**src/rtl/ahbl_splitter_n_pkg.sv**
```systemverilog
// ahbl_splitter_n_pkg: shared AHB-Lite encodings and default-slave state type
package ahbl_splitter_n_pkg;
    localparam logic [1:0] HTRANS_IDLE = 2'b00;
    localparam logic [1:0] HTRANS_BUSY = 2'b01;
    localparam logic [1:0] HTRANS_NONSEQ = 2'b10;
    localparam logic [1:0] HTRANS_SEQ = 2'b11;
    localparam logic HRESP_OKAY = 1'b0;
    localparam logic HRESP_ERROR = 1'b1;
    localparam logic [31:0] RDATA_DEF_C = 32'hBADDBEEF;
    typedef enum logic [1:0] {DS_IDLE, DS_ERR1, DS_ERR2} ds_state_t;
endpackage

```
**src/rtl/ahbl_splitter_n_if.sv**
```systemverilog
// ahbl_splitter_n_if: master-side and slave-side AHB-Lite signals of the splitter
interface ahbl_splitter_n_if #(parameter int NS = 4);
    logic [31:0] HADDR;
    logic [1:0] HTRANS;
    logic HREADY;
    logic HRESP;
    logic [31:0] HRDATA;
    logic [NS-1:0] S_HSEL;
    logic [NS*32-1:0] S_HRDATA;
    logic [NS-1:0] S_HREADYOUT;
    logic [NS-1:0] S_HRESP;
    modport master (output HADDR, HTRANS, S_HRDATA, S_HREADYOUT, S_HRESP,
                    input HREADY, HRESP, HRDATA, S_HSEL);
    modport slave (input HADDR, HTRANS, S_HRDATA, S_HREADYOUT, S_HRESP,
                   output HREADY, HRESP, HRDATA, S_HSEL);
endinterface

```
**src/rtl/ahbl_splitter_n_default_slave.sv**
```systemverilog
// ahbl_splitter_n_default_slave: two-cycle ERROR responder for unmapped pages
module ahbl_splitter_n_default_slave
    import ahbl_splitter_n_pkg::*;
(
    input  logic HCLK,
    input  logic HRESETn,
    input  logic sel,
    input  logic HREADY,
    output logic HREADYOUT,
    output logic HRESP
);
    ds_state_t state, state_n;
    always_ff @(posedge HCLK or negedge HRESETn) begin
        if (!HRESETn) state <= DS_IDLE;
        else state <= state_n;
    end
    always_comb begin
        HREADYOUT = state != DS_ERR1;
        HRESP = state == DS_IDLE ? HRESP_OKAY : HRESP_ERROR;
        state_n = state == DS_ERR1 ? DS_ERR2 : (HREADY && sel) ? DS_ERR1 : DS_IDLE;
    end
endmodule

```
**src/rtl/ahbl_splitter_n.sv**
```systemverilog
// ahbl_splitter_n: N-port AHB-Lite page decoder with response mux and default ERROR slave
module ahbl_splitter_n
    import ahbl_splitter_n_pkg::*;
#(
    parameter int NS = 4,
    parameter int PAGE_W = 4,
    parameter logic [NS*PAGE_W-1:0] PAGES = {4'h8, 4'h4, 4'h2, 4'h0},
    parameter logic [31:0] RDATA_DEF = RDATA_DEF_C
) (
    input logic HCLK,
    input logic HRESETn,
    ahbl_splitter_n_if.slave bus
);
    logic [NS-1:0] hsel;
    logic miss;
    logic [NS:0] sel_d;
    logic ds_ready, ds_resp;
    logic unused_bits;
    assign unused_bits = ^{bus.HADDR[31-PAGE_W:0], bus.HTRANS[0]};
    always_comb begin
        hsel = '0;
        for (int i = NS - 1; i >= 0; i--)
            if (bus.HADDR[31 -: PAGE_W] == PAGES[i*PAGE_W +: PAGE_W]) begin
                hsel = '0;
                hsel[i] = 1'b1;
            end
    end
    assign miss = ~|hsel;
    assign bus.S_HSEL = hsel;
    always_ff @(posedge HCLK or negedge HRESETn) begin
        if (!HRESETn) sel_d <= '0;
        else if (bus.HREADY) sel_d <= bus.HTRANS[1] ? {miss, hsel} : '0;
    end
    ahbl_splitter_n_default_slave u_def (
        .HCLK(HCLK),
        .HRESETn(HRESETn),
        .sel(miss & bus.HTRANS[1]),
        .HREADY(bus.HREADY),
        .HREADYOUT(ds_ready),
        .HRESP(ds_resp)
    );
    always_comb begin
        bus.HREADY = sel_d[NS] ? ds_ready : 1'b1;
        bus.HRESP = sel_d[NS] ? ds_resp : HRESP_OKAY;
        bus.HRDATA = RDATA_DEF;
        for (int i = 0; i < NS; i++)
            if (sel_d[i]) begin
                bus.HREADY = bus.S_HREADYOUT[i];
                bus.HRESP = bus.S_HRESP[i];
                bus.HRDATA = bus.S_HRDATA[i*32 +: 32];
            end
    end
endmodule

```
**src/flat_wrapper.sv**
```systemverilog
// flat-port wrapper written by rule: the top's interface ports become plain ports
module ahbl_splitter_n_flat import ahbl_splitter_n_pkg::*;
#(
    parameter int NS = 4,
    parameter int PAGE_W = 4,
    parameter logic [NS*PAGE_W-1:0] PAGES = {4'h8, 4'h4, 4'h2, 4'h0},
    parameter logic [31:0] RDATA_DEF = RDATA_DEF_C
)
  (HCLK, HRESETn, bus_HADDR, bus_HTRANS, bus_S_HRDATA, bus_S_HREADYOUT, bus_S_HRESP, bus_HREADY, bus_HRESP, bus_HRDATA, bus_S_HSEL);
  ahbl_splitter_n_if #(.NS(NS)) bus_i ();
  input logic HCLK;
  input logic HRESETn;
  input wire logic [$bits(bus_i.HADDR)-1:0] bus_HADDR;
  input wire logic [$bits(bus_i.HTRANS)-1:0] bus_HTRANS;
  input wire logic [$bits(bus_i.S_HRDATA)-1:0] bus_S_HRDATA;
  input wire logic [$bits(bus_i.S_HREADYOUT)-1:0] bus_S_HREADYOUT;
  input wire logic [$bits(bus_i.S_HRESP)-1:0] bus_S_HRESP;
  output wire logic [$bits(bus_i.HREADY)-1:0] bus_HREADY;
  output wire logic [$bits(bus_i.HRESP)-1:0] bus_HRESP;
  output wire logic [$bits(bus_i.HRDATA)-1:0] bus_HRDATA;
  output wire logic [$bits(bus_i.S_HSEL)-1:0] bus_S_HSEL;
  assign bus_i.HADDR = bus_HADDR;
  assign bus_i.HTRANS = bus_HTRANS;
  assign bus_i.S_HRDATA = bus_S_HRDATA;
  assign bus_i.S_HREADYOUT = bus_S_HREADYOUT;
  assign bus_i.S_HRESP = bus_S_HRESP;
  assign bus_HREADY = bus_i.HREADY;
  assign bus_HRESP = bus_i.HRESP;
  assign bus_HRDATA = bus_i.HRDATA;
  assign bus_S_HSEL = bus_i.S_HSEL;
  ahbl_splitter_n #(.NS(NS), .PAGE_W(PAGE_W), .PAGES(PAGES), .RDATA_DEF(RDATA_DEF)) u_core (.HCLK(HCLK), .HRESETn(HRESETn), .bus(bus_i));
endmodule
```
**config.mk**
```make
export PLATFORM = sky130hd
export DESIGN_NAME = ahbl_splitter_n_flat
export DESIGN_NICKNAME = d
export VERILOG_FILES = /design/src/rtl/ahbl_splitter_n_pkg.sv /design/src/rtl/ahbl_splitter_n_if.sv /design/src/rtl/ahbl_splitter_n_default_slave.sv /design/src/rtl/ahbl_splitter_n.sv /design/src/flat_wrapper.sv
export SDC_FILE = /design/constraint.sdc
export NUM_CORES = 1
export LEC_CHECK = 0
export CAP_MARGIN = 10
export CORE_MARGIN = 4
export CORE_UTILIZATION = 25
export CTS_CLUSTER_SIZE = 12
export DETAILED_ROUTE_END_ITERATION = 16
export GPL_ROUTABILITY_DRIVEN = 0
export HOLD_SLACK_MARGIN = 0.1
export PLACE_DENSITY_LB_ADDON = 0.15
export SETUP_SLACK_MARGIN = 0.15
export SLEW_MARGIN = 20
export SYNTH_ARGS = -nofsm -noshare
export SYNTH_HDL_FRONTEND = slang
export SYNTH_SLANG_ARGS = --single-unit
```
**constraint.sdc**
```tcl
create_clock -name HCLK -period 3.45 [get_ports HCLK]
set_input_delay 0.5175 -clock HCLK [delete_from_list [all_inputs] [get_ports HCLK]]
set_output_delay 0.5175 -clock HCLK [all_outputs]
set_load 0.005 [all_outputs]
```
=== Word-level counts from Yosys, hierarchy flattened ===
Cells that the tools add are included.
Widths: inputs -> output; s select.

* Input port bits: 172
* Register bits: 7
* Word-level logic and storage cells: 35

* Reduce and logical (&&, ||, !) cells: 5
* Multiplexer cells: 22
* Equality and inequality tests: 5
* Bitwise gates (word level): 1

{| class="wikitable"
|+ Operators by type and width
! cell !! count
|-
| $mux 32 || 4
|-
| $mux 4 || 4
|-
| $mux 1 || 12
|-
| $mux 5 || 1
|-
| $eq 4x2->1 const B || 1
|-
| $eq 4x3->1 const B || 1
|-
| $eq 4x4->1 const B || 1
|-
| $logic_not 4->1 || 1
|-
| $reduce_or 4->1 || 1
|-
| $eq 2x1->1 const B || 1
|-
| $logic_not 2->1 || 1
|-
| $mux 2 || 1
|-
| $ne 2x1->1 const B || 1
|-
| $and 1x1->1 || 1
|-
| $logic_and 1x1->1 || 1
|-
| $logic_not 1->1 || 1
|}

=== Depth between registers and ports, before layout ===
* Depth after elaboration: 11
* Mapped depth: 6

=== Hierarchy ===
From an unflattened synthesis, not the netlist that was laid out.

* Cells, all modules: 198
* Area, all modules: 1,370.1 um^2

{| class="wikitable"
|+ By module, submodules not included
! module !! seq. area each (um^2) !! area an instance (um^2) !! cells each !! times used
|-
| ahbl_splitter_n || 125.1 || 1,290.0 || 192 || 1
|-
| ahbl_splitter_n_default_slave || 50.0 || 80.1 || 6 || 1
|}

=== Worst setup path after synthesis ===
No wires, ideal clock.

* Kind: reg2out
* Start: register u_core.sel_d[3]
* End: output bus_HRDATA[10]
* Arrival: 1.320 ns
* Path buffers: 2
* Setup slack: 1.612 ns
* Stages on the path, launching flop included: 4
* Cells stage by stage: dfrtp_1 > clkbuf_1 > buf_1 > mux2_2

* Word-level cells in the longest chain between the ends: 1

{| class="wikitable"
|+ Ends and longest elaborated chain
! element !! line !! source
|-
| from (decl) || ahbl_splitter_n.sv:16 || <nowiki>logic [NS:0] sel_d;</nowiki>
|-
| from (signal assigned) || ahbl_splitter_n.sv:32 || <nowiki>else if (bus.HREADY) sel_d <= bus.HTRANS[1] ? {miss, hsel} : '0;</nowiki>
|-
| $mux 32 || ahbl_splitter_n.sv:47 || <nowiki>if (sel_d[i]) begin</nowiki>
|-
| to (decl) || flat_wrapper.sv:20 || <nowiki>output wire logic [$bits(bus_i.HRDATA)-1:0] bus_HRDATA;</nowiki>
|}

Every way passes these cells.

=== Worst setup path after layout ===
* Start: register u_core.sel_d[2]
* End: output bus_HRDATA[26]

* Word-level cells in the longest chain between the ends: 2

{| class="wikitable"
|+ Ends and longest elaborated chain
! element !! line
|-
| $mux 32 (2 in series) || ahbl_splitter_n.sv:47
|}

Every way passes these cells.

==> out/metrics.cfg <==
[status]
status = completed

[critical_path]
start_kind = flop
crit_arrival_ps = 2330
cp.required_ps = 2930
cp_max_fo = 54
reg2regPathDepth = 3
criticalPathCategory = flop to primary output
worstSetupEndpointType = primary output
r2r-start = u_core.sel_d[2]$_DFFE_PN0P_
r2r_slack_ps = 1540
reg2reg_to = u_core.sel_d[4]$_DFFE_PN0P_

[placed_design]
dpl.cell_count = 432
port_buffers = 180
hpwl_um = 5482

[clock_tree]
clock_latency_ps = 220
cts_resized = 0
cts_buffer_depth = 2
post_cts_buffers = 0
clkSlewWorstSetupHoldPaths_ps = 40
cts_root_buf = clkbuf_8
cts_tree = yes
htree_levels = 1
cts_buffers = 3
cts_sinks = 7
postCtsHoldBufs = 0

[global_routing]
grt_usage_pct = 17.64
antenna_found_initial = 0
grt_max_degree = 55
grt.overflow.total = 0
grt_pass1_vias = 2008
grt_pass1_wl_um = 9232

[floorplanning]
rows = 26
initial_utilization_pct = 26.30
dieArea_um2 = 6723
io_pins = 210
core_area_um2 = 5205
die_y_um = 82.00
die_x_um = 82.00

[final_layout]
antenna_cells = 0
drive_gt1_share_pct = 10.38
finalNonFillerCells = 436
final_nets = 539
final_common_cell = clkdlybuf4s50_1
layout_common_cells = clkdlybuf4s50_1 (180), nand2_1 (35), o22ai_1 (24), mux2_2 (24), o21ai_0 (22)
synthToLayoutAreaGrowth_pct = 139.6

[detailed_routing]
wl_met3_um = 647
drt-met1-wl_um = 2510
drt_wl_total_um = 6821
antenna_left = 0
drc = 0
dr.pass1.iters = 4
highest_layer = met4
drt_iter0_drc = 61
via_per_inst = 4.954
num_vias = 2160
wire_per_inst_um = 15.64
dr_wl_met2_um = 3414

[sta]
drv_slew = 0
period_share_pct = 82.47
final_hold_viol_count = 0
layout_min_cycle_time_ps = 2845
setup_viol = 0
slew_headroom_pct = 44.38
max_freq_mhz = 351.5
rsz0062_at_grt = false
worst_pin_slew_ps = 834.2
final.setup_skew_ps = 2.805
tns_ps = 0

[synth]
async_reset_ff_share_pct = 100.0
syn-num-nets = 367
synthFlopType = dfrtp_1
syn_inst = 195
yosysSeqAreaShare_pct = 12.80
synth_edf_count = 0
yosysWarnings = 0
ys_ff_latch = 7
synth.distinct_cells = 33
syn_avg_cell_area_um2 = 7.020
syn_area_um2 = 1369

[power]
p_leak_nw = 1.125
seq_power_share_pct = 17.8
clockPowerShare_pct = 19.4
power_uw = 576.2
vdd_drop_max_mv = 0.1465
p_sw_share_pct = 24.83
power.density_nw_per_um2 = 175.7
p_sw_uw = 143.1
internal-power_uw = 433.1
comb_power_share_pct = 62.8

[hold_path]
hp-start = u_core.u_def.state[1]$_DFF_PN0_
hp-class = flop to flop
min_path_cells = 1
min_to = u_core.u_def.state[1]$_DFF_PN0_

[run]
maxCapViolCount = 0

==> cell type report <==
| class | instances | area (um^2) |
|---|---|---|
| flip-flops and latches | 7 | 177.7 |
| clock buffers | 4 | 45.04 |
| multi-input cells | 165 | 1104 |
| fillers | 488 | 1926 |
| repair buffers | 187 | 1854 |
| inverters | 3 | 11.26 |
| well taps | 70 | 87.58 |
==> per-stage QoR <==
step	hold WS [ps]	instance area [um^2]	setup WS, ps	util (%)
after floorplan	221.9	1369	1612	-
after global placement	434.3	3234	678.5	62.14
after detailed placement	432.7	3234	685.2	62.14
after CTS	440.5	3279	589.9	63.00
after global routing	458.5	3279	444.0	63.00
final	441.4	3279	604.9	63.00
==> per-layer routing <==
metal	vias to the layer above	global-route usage, %
li1	1082	-
met3	18	4.715
met1	958	18.45
met2	102	32.63
met4	0	7.807
met5	-	0
==> Yosys cell counts (2+ instances only) <==
cell type | instances | area share, %
dfrtp_1 | 7 | 13
o21ai_0 | 22 | 8.0
o21ai_1 | 4 | 1.5
nor3b_1 | 2 | 1.1
a21oi_1 | 5 | 1.8
nand2_1 | 35 | 9.6
o22ai_1 | 24 | 11
nor2b_1 | 11 | 5.0
buf_2 | 3 | 1.1
inv_1 | 3 | 0.82
mux2_2 | 24 | 20
nor4b_1 | 2 | 1.3
a221oi_1 | 9 | 5.8
o31ai_1 | 7 | 3.8
nand2b_1 | 3 | 1.4
mux2i_1 | 2 | 1.5
clkbuf_1 | 16 | 4.4
==> how the worst max path moves through the flow <==
stage / slack [ps] / start / cells past startpoint / to
after global placement: 680 / bus_S_HREADYOUT[0] / 5 / bus_HREADY
after detailed placement: 690 / bus_S_HREADYOUT[0] / 5 / bus_HREADY
after CTS: 590 / u_core.sel_d[2]$_DFFE_PN0P_ / 4 / bus_HRDATA[26]
after floorplan: 1610 / u_core.sel_d[3]$_DFFE_PN0P_ / 3 / bus_HRDATA[10]
final: 600 / u_core.sel_d[2]$_DFFE_PN0P_ / 4 / bus_HRDATA[26]
after global routing: 440 / u_core.sel_d[2]$_DFFE_PN0P_ / 4 / bus_HRDATA[26]
==> power by group through the flow <==
stage	logic, mW	clock network [mW]	registers [mW]
floorplan	0.111	0	0.0935
global placement	0.359	0	0.103
detailed placement	0.363	0	0.104
CTS	0.365	0.115	0.103
global route	0.388	0.118	0.104
finish	0.362	0.112	0.102
==> cells by family after synthesis <==
logic type / count (synthesis) / share of synthesized area, %
DFF: 7 / 12.80
buffers and inverters: 23 / 6.581
muxes: 27 / 22.03
AOI/OAI and AO/OA: 76 / 35.56
and+or+nand+nor: 62 / 23.04
==> worst max-delay path, stage by stage, from the launching register on <==
cell	delay [ps]
dfrtp_2	890
buf_4	340
a221oi_1	70
o31ai_1	200
clkdlybuf4s50_1	560
==> state kept, by name, indices dropped and copies added (netlist names) <==
name / count
u_core.sel_d: 5
u_core.u_def.state: 2
No activity file was read; power rests on OpenSTA's default activity.
